===== src/rtl/inst_fetch_pkg.sv =====
// Shared widths, reset default and state encodings for the instruction-fetch stage.
// Imported by inst_fetch so every user agrees on bus sizes and FSM codes.
package inst_fetch_pkg;

   localparam int INST_ADDR_W = 32;
   localparam int INST_W      = 32;

   localparam logic [INST_ADDR_W-1:0] DEFAULT_RESET_PC = 32'h0000_0000;

   localparam logic [0:0] FETCH     = 1'b0;
   localparam logic [0:0] MISS_WAIT = 1'b1;

   // Instruction addresses are word aligned; redirect targets lose their low bits.
   function automatic logic [INST_ADDR_W-1:0] word_align(input logic [INST_ADDR_W-1:0] addr);
      return {addr[INST_ADDR_W-1:2], 2'b00};
   endfunction

endpackage


===== src/rtl/inst_fetch.sv =====
// Instruction-fetch stage: drives the PC into the icache, registers hits toward decode,
// and services misses with a single outstanding memory read followed by an icache fill.
module inst_fetch
   import inst_fetch_pkg::*;
#(
   parameter logic [INST_ADDR_W-1:0] RESET_PC = DEFAULT_RESET_PC
) (
   input  logic                   clk,
   input  logic                   rst,
   input  logic                   rdy,
   input  logic                   stall_i,
   input  logic                   jump_i,
   input  logic [INST_ADDR_W-1:0] jump_addr_i,
   output logic [INST_ADDR_W-1:0] icache_raddr_o,
   input  logic                   icache_hit_i,
   input  logic [INST_W-1:0]      icache_inst_i,
   output logic                   icache_we_o,
   output logic [INST_ADDR_W-1:0] icache_waddr_o,
   output logic [INST_W-1:0]      icache_winst_o,
   output logic                   mem_req_o,
   output logic [INST_ADDR_W-1:0] mem_addr_o,
   input  logic                   mem_done_i,
   input  logic [INST_W-1:0]      mem_data_i,
   output logic                   inst_valid_o,
   output logic [INST_W-1:0]      inst_o,
   output logic [INST_ADDR_W-1:0] inst_pc_o
);

   logic [INST_ADDR_W-1:0] pc_q, pc_d;
   logic [0:0]             state_q, state_d;
   logic                   pending_jump_q, pending_jump_d;
   logic                   inst_valid_q, inst_valid_d;
   logic [INST_W-1:0]      inst_q, inst_d;
   logic [INST_ADDR_W-1:0] inst_pc_q, inst_pc_d;
   logic                   mem_req_q, mem_req_d;
   logic [INST_ADDR_W-1:0] mem_addr_q, mem_addr_d;
   logic                   icache_we_q, icache_we_d;
   logic [INST_ADDR_W-1:0] icache_waddr_q, icache_waddr_d;
   logic [INST_W-1:0]      icache_winst_q, icache_winst_d;
   logic                   out_hold;

   assign out_hold = inst_valid_q && stall_i;

   always_comb begin
      pc_d           = pc_q;
      state_d        = state_q;
      pending_jump_d = pending_jump_q;
      inst_valid_d   = inst_valid_q;
      inst_d         = inst_q;
      inst_pc_d      = inst_pc_q;
      mem_req_d      = mem_req_q;
      mem_addr_d     = mem_addr_q;
      icache_we_d    = 1'b0;
      icache_waddr_d = icache_waddr_q;
      icache_winst_d = icache_winst_q;

      // Decode consumes the held instruction unless it is stalling; a hit may reload below.
      if (!out_hold) begin
         inst_valid_d = 1'b0;
      end

      case (state_q)
         FETCH: begin
            if (jump_i) begin
               pc_d         = word_align(jump_addr_i);
               inst_valid_d = 1'b0;
            end else if (icache_we_q) begin
               // Fill cycle: the icache is being written this cycle, so the lookup waits one cycle.
               pc_d = pc_q;
            end else if (icache_hit_i && !out_hold) begin
               inst_d       = icache_inst_i;
               inst_pc_d    = pc_q;
               inst_valid_d = 1'b1;
               pc_d         = pc_q + 32'd4;
            end else if (!icache_hit_i) begin
               mem_req_d  = 1'b1;
               mem_addr_d = pc_q;
               state_d    = MISS_WAIT;
            end
         end
         MISS_WAIT: begin
            if (jump_i) begin
               pending_jump_d = 1'b1;
               pc_d           = word_align(jump_addr_i);
               inst_valid_d   = 1'b0;
            end
            // The fill is written even after a redirect: the word is correct for its address.
            if (mem_done_i) begin
               mem_req_d      = 1'b0;
               icache_we_d    = 1'b1;
               icache_waddr_d = mem_addr_q;
               icache_winst_d = mem_data_i;
               state_d        = FETCH;
               pending_jump_d = 1'b0;
            end
         end
         default: begin
            state_d = FETCH;
         end
      endcase
   end

   always_ff @(posedge clk) begin
      if (!rst) begin
         pc_q           <= RESET_PC;
         state_q        <= FETCH;
         pending_jump_q <= 1'b0;
         inst_valid_q   <= 1'b0;
         inst_q         <= '0;
         inst_pc_q      <= '0;
         mem_req_q      <= 1'b0;
         mem_addr_q     <= '0;
         icache_we_q    <= 1'b0;
         icache_waddr_q <= '0;
         icache_winst_q <= '0;
      end else if (rdy) begin
         pc_q           <= pc_d;
         state_q        <= state_d;
         pending_jump_q <= pending_jump_d;
         inst_valid_q   <= inst_valid_d;
         inst_q         <= inst_d;
         inst_pc_q      <= inst_pc_d;
         mem_req_q      <= mem_req_d;
         mem_addr_q     <= mem_addr_d;
         icache_we_q    <= icache_we_d;
         icache_waddr_q <= icache_waddr_d;
         icache_winst_q <= icache_winst_d;
      end
   end

   assign icache_raddr_o = pc_q;
   assign icache_we_o    = icache_we_q && rdy;
   assign icache_waddr_o = icache_waddr_q;
   assign icache_winst_o = icache_winst_q;
   assign mem_req_o      = mem_req_q;
   assign mem_addr_o     = mem_addr_q;
   assign inst_valid_o   = inst_valid_q;
   assign inst_o         = inst_q;
   assign inst_pc_o      = inst_pc_q;

endmodule


===== config.mk =====
export PLATFORM = sky130hd
export DESIGN_NAME = inst_fetch
export DESIGN_NICKNAME = d
export VERILOG_FILES = /design/src/rtl/inst_fetch_pkg.sv /design/src/rtl/inst_fetch.sv
export SDC_FILE = /design/constraint.sdc
export NUM_CORES = 1
export LEC_CHECK = 0
export BUFFER_PORTS_ARGS = -buffer_cell sky130_fd_sc_hd__buf_2
export CAP_MARGIN = 30
export CELL_PAD_IN_SITES_DETAIL_PLACEMENT = 0
export CELL_PAD_IN_SITES_GLOBAL_PLACEMENT = 1
export CORE_ASPECT_RATIO = 1.5
export CORE_MARGIN = 10
export CORE_UTILIZATION = 38
export CTS_BUF_LIST = sky130_fd_sc_hd__clkbuf_8
export CTS_CLUSTER_DIAMETER = 30
export DETAILED_ROUTE_END_ITERATION = 8
export HOLD_SLACK_MARGIN = 0.02
export PLACE_DENSITY = 0.85
export SYNTH_ARGS = -nofsm -noshare
export SYNTH_HDL_FRONTEND = slang
export SYNTH_SLANG_ARGS = --single-unit

===== constraint.sdc =====
create_clock -name clk -period 4.14 [get_ports clk]
set_input_delay 0.621 -clock clk [delete_from_list [all_inputs] [get_ports clk]]
set_output_delay 0.621 -clock clk [all_outputs]
set_load 0.05 [all_outputs]

=== After elaboration in Yosys (flattened, before gate mapping) ===
Cells that the tools add are included.

* Bitwise gates (word level): 5
* Equality and inequality tests: 8
* Add/sub/neg operators: 1
* Mux-type cells: 25
* Shifts and indexed selects: 0
* Multiply operators: 0
* Divide/modulo/power cells: 0
* Magnitude comparators: 0
* Reductions and logical operators: 9

{| class="wikitable"
|+ Operator list
! cell !! number
|-
| 32-bit 2-to-1 mux || 4
|-
| 32-bit case mux with 2 select lines || 1
|-
| 32-bit by 3-bit adder with 32-bit output (second input constant) || 1
|-
| 1-bit 2-to-1 mux || 17
|-
| 2-bit inequality test (second input constant) || 6
|-
| 6-bit AND reduction || 2
|-
| 3-bit inequality test (second input constant) || 2
|-
| 1-bit case mux with 2 select lines || 3
|-
| 1-bit inverter || 5
|-
| 5-bit AND reduction || 1
|-
| 4-bit AND reduction || 1
|-
| 1-bit logical AND || 3
|-
| 3-bit AND reduction || 1
|-
| 1-bit zero test || 1
|}

* Bits in latches: 0
* Memories kept: 0
* ROM bits: 0
* Logic and storage cells: 58
* Bits of input ports: 103
* Bits in writable memories: 0
* Register bits: 196

=== Logic depth before layout (Yosys ltp) ===
* Word-level depth: 7
* Gate-level depth with buffers: 8
* Mapped depth without buffers: 6

=== Worst setup path after synthesis ===
OpenSTA, ideal clock, no wires.

* Path kind: input-to-output
* From: input port rdy
* To: output port icache_we_o
* Path slack: 1.695 ns
* Arrival: 1.824 ns
* Stages: 4
* Required time: 3.519 ns
* Cells stage by stage: clkbuf_1 clkbuf_1 clkbuf_1 and2_1

* Longest elaborated chain between the ends: 1

{| class="wikitable"
|+ RTL lines
! element !! line !! RTL
|-
| start: declaration || inst_fetch.sv:10 || <nowiki>input logic rdy,</nowiki>
|-
| 1-bit logical AND || inst_fetch.sv:132 || <nowiki>assign icache_we_o = icache_we_q && rdy;</nowiki>
|-
| end: declaration || inst_fetch.sv:17 || <nowiki>output logic icache_we_o,</nowiki>
|}

Every way passes these cells.

=== Worst setup path after layout ===
* From: input port jump_i
* To: register mem_addr_q[30], in the netlist mem_addr_o[30]

* Longest elaborated chain between the ends: 2

{| class="wikitable"
|+ RTL lines
! element !! line !! RTL
|-
| start: declaration || inst_fetch.sv:12 || <nowiki>input logic jump_i,</nowiki>
|-
| 1-bit inverter (no line) || - ||
|-
| 6-bit AND reduction (no line) || - ||
|-
| end signal: assignment || inst_fetch.sv:124 || <nowiki>mem_addr_q <= mem_addr_d;</nowiki>
|-
| end: declaration || inst_fetch.sv:36 || <nowiki>logic [INST_ADDR_W-1:0] mem_addr_q, mem_addr_d;</nowiki>
|}

Every way passes these cells.
A chain may end at the register's enable or synchronous reset.

==> impl_metrics.py <==
metrics = {
    "worst_setup_path": {
        "crit_fanout": 45,
        "crit_arrival_ns": 2.92,
        "critical_path_class": "input port to register",
        "regToRegEndpoint": "mem_addr_o[30]",
        "reg2reg_depth": 5,
        "critPathMaxStageDelay_ns": 0.74,
        "critPathCaptureType": "register",
        "r2r_slack_ns": 1.77,
        "r2r_start": "state_q",
        "endpoint": "mem_addr_o[30]",
        "cpMaxStageDelayCell": "or2_2",
        "cp_cell_sequence": "buf_2, or2_2, or3_1, buf_4, nand2_1, a21oi_1",
        "startpoint": "jump_i",
        "worstSetupStartpointType": "input port",
        "crit_required_ns": 4.54,
    },
    "logic_synthesis": {
        "synth_top_cells_by_count": "nand2_1 (346), dfxtp_1 (188), a21oi_1 (172), clkbuf_1 (66), nor2_1 (21)",
        "yosys_warnings": 0,
        "yosysTopAreaCell": "dfxtp_1",
        "synth_area_leaders": "dfxtp_1 (50%), nand2_1 (17%), a21oi_1 (12%)",
        "synth-xor-area-share_pct": 0,
        "synth_ff_type": "dfxtp_1",
        "yosysSeqAreaShare_pct": 50.5,
        "synth-adder-area-share_pct": 0.168,
        "synth_most_common_cell": "nand2_1",
        "synthMuxAreaShare_pct": 0.873,
        "synth_enable_flop_cells": 0,
        "netlist_instances": 965,
        "synth_top_cell_area_share_pct": 50.5,
        "synthArstFlopShare_pct": 0,
        "synth-compound-area-share_pct": 18.2,
        "synth_top_family_by_area": "simple AND/OR/NAND/NOR gates",
        "yosys.area_share.simple_pct": 25.2,
        "synth-seq-cells": 188,
        "syn_area_per_cell_um2": 7.73,
        "synth_area_um2": 7450,
        "synthDistinctLibCells": 45,
    },
    "final_layout": {
        "area_growth_pct": 26.1,
        "finalInstanceArea_um2": 9400,
        "drive_gt1_share_pct": 28.4,
        "final_core_util_pct": 48.8,
        "nNetsFinal": 1308,
        "fillCellCount": 2051,
    },
    "timing": {
        "rsz0062_at_grt": "no",
        "fin_setup_tns_ns": 0,
        "fin_crit_sh_pct": 60.9,
        "worst_pin_slew_ns": 0.840,
        "skew_ns": 0.00819,
        "slew_headroom_pct": 44.0,
        "fmax_mhz": 397,
        "final_max_slew_viol_count": 0,
        "setup_viol": 0,
        "period_minus_slack_ns": 2.52,
        "hold_viol": 0,
    },
    "placement": {
        "place_hpwl_um": 18100,
        "gp_congestion": 0.799,
        "placed_area_um2": 9000,
        "io_buffers": 287,
    },
    "job": {
        "maxCapViolations": 0,
    },
    "outcome": {
        "status": "completed",
    },
    "die": {
        "die_area_um2": 25700,
        "core.rowCount": 62,
        "start_util_pct": 38.7,
        "core-area_um2": 19200,
        "chipHeight_um": 192,
        "pin_count": 298,
        "die_width_um": 134,
    },
    "global_route": {
        "grt_pass1_wl_um": 39300,
        "grt_pass1_vias": 6961,
        "grt_start_max_net_pins": 96,
        "grt_usage_pct": 19.0,
        "grt_overflow_total": 0,
        "antenna_found_initial": 3,
    },
    "cts": {
        "cts_resized": 0,
        "clkSlewWorstSetupHoldPaths_ns": 0.10,
        "htreeDepth": 4,
        "cts-root-buf": "clkbuf_8",
        "clockBufferDepth": 2,
        "cts_setup_buffers": 0,
        "clock-sinks": 188,
        "cts_tree": "yes",
        "holdBufCountCts": 0,
        "cts_inserted_buffers": 17,
        "insertion_delay_ns": 0.47,
    },
    "routing": {
        "vias": 7426,
        "first_pass_iters": 5,
        "antenna_left": 0,
        "wire_per_inst_um": 17.2,
        "via_per_inst": 5.03,
        "routed_wl_um": 25400,
        "drc": 0,
        "drt_iter0_drc": 534,
    },
    "worst_hold_path": {
        "hold_class": "input port to register",
    },
    "power_and_ir_drop": {
        "power.density_nw_per_um2": 383,
        "p_leak_nw": 3.97,
        "ir_drop_mv": 0.186,
    },
}
-- layout by cell type, fill, tap and decap left out, types with 10 or more instances in the layout --
cell | netlist | layout
buf_2 | 8 | 287
nand3_1 | 14 | 12
dfxtp_1 | 188 | 188
and3_1 | 11 | 10
clkbuf_8 | 0 | 18
o21ai_0 | 11 | 11
nand2_1 | 346 | 346
o211ai_1 | 10 | 10
a32oi_1 | 16 | 15
a21oi_1 | 172 | 172
nor2_1 | 21 | 20
nand4_1 | 14 | 14
-- flip-flops by register name, indices dropped and copies added (netlist names) --
signal / cells
icache_we_q: 1
mem_req_o: 1
inst_o: 32
inst_valid_o: 1
icache_waddr_o: 30
state_q: 1
icache_raddr_o: 30
inst_pc_o: 30
icache_winst_o: 32
mem_addr_o: 30
-- report_power, final --
group	internal [W]	switching, W	total, W
clock	0.000553	0.000676	0.00123
combinational	0.000120	0.000336	0.000457
sequential	0.00185	0.0000605	0.00191
total	0.00252	0.00107	0.00360
-- cells by family after synthesis --
family | after synthesis
AO/OA/AOI/OAI | 238
other | 1
AND/OR/NAND/NOR | 443
flip-flops | 188
buffers and inverters | 88
adder cells (fa/ha/maj) | 1
multiplexers | 6
-- layout make-up --
cell class | count | area [um2] | area share (%)
flip-flops and latches | 188 | 3760 | 40.0
multi-input cells | 696 | 3370 | 35.9
repair buffers | 297 | 1520 | 16.2
well taps | 256 | 320 | 3.41
clock buffers | 18 | 248 | 2.64
clock inverters | 14 | 141 | 1.50
inverters | 4 | 20.0 | 0.213
diodes | 3 | 7.51 | 0.0799
-- stage by stage --
step	worst slack (ns)	hold slack [ns]	total power [W]	cells
4_1_cts	1.61	0.334	0.00365	1473
3_3_place_gp	1.11	0.438	0.00241	1441
5_1_grt	1.42	0.350	0.00375	1475
3_5_place_dp	1.09	0.443	0.00241	1441
6_report	1.62	0.376	0.00360	1476
2_1_floorplan	1.69	0.463	0.00226	972
-- critical path: cells and delay by family --
kind | cells | cell delay (ns)
buffers and inverters | 2 | 0.65
AO/OA/AOI/OAI | 1 | 0.13
AND/OR/NAND/NOR | 3 | 1.51
-- worst min-delay path by stage --
| stage | slack [ns] | from | cells past startpoint | to |
|---|---|---|---|---|
| finish | 0.38 | icache_inst_i[27] | 3 | inst_o[27] |
| detailed placement | 0.44 | inst_o[18] | 2 | inst_o[18] |
| CTS | 0.33 | icache_inst_i[23] | 3 | inst_o[23] |
| floorplan | 0.46 | icache_we_q | 2 | icache_we_q |
| global placement | 0.44 | icache_winst_o[7] | 2 | icache_winst_o[7] |
| global route | 0.35 | icache_inst_i[18] | 3 | inst_o[18] |
-- layer usage --
layer | GRT usage, % | share of wire (%) | vias up
met5 | 0 | 0 | -
met4 | 7.85 | 2.3 | 0
met3 | 5.94 | 7.1 | 35
met2 | 32.5 | 51 | 265
met1 | 21.4 | 40 | 3395
li1 | - | - | 3731
No activity file was read; power rests on OpenSTA's default activity.
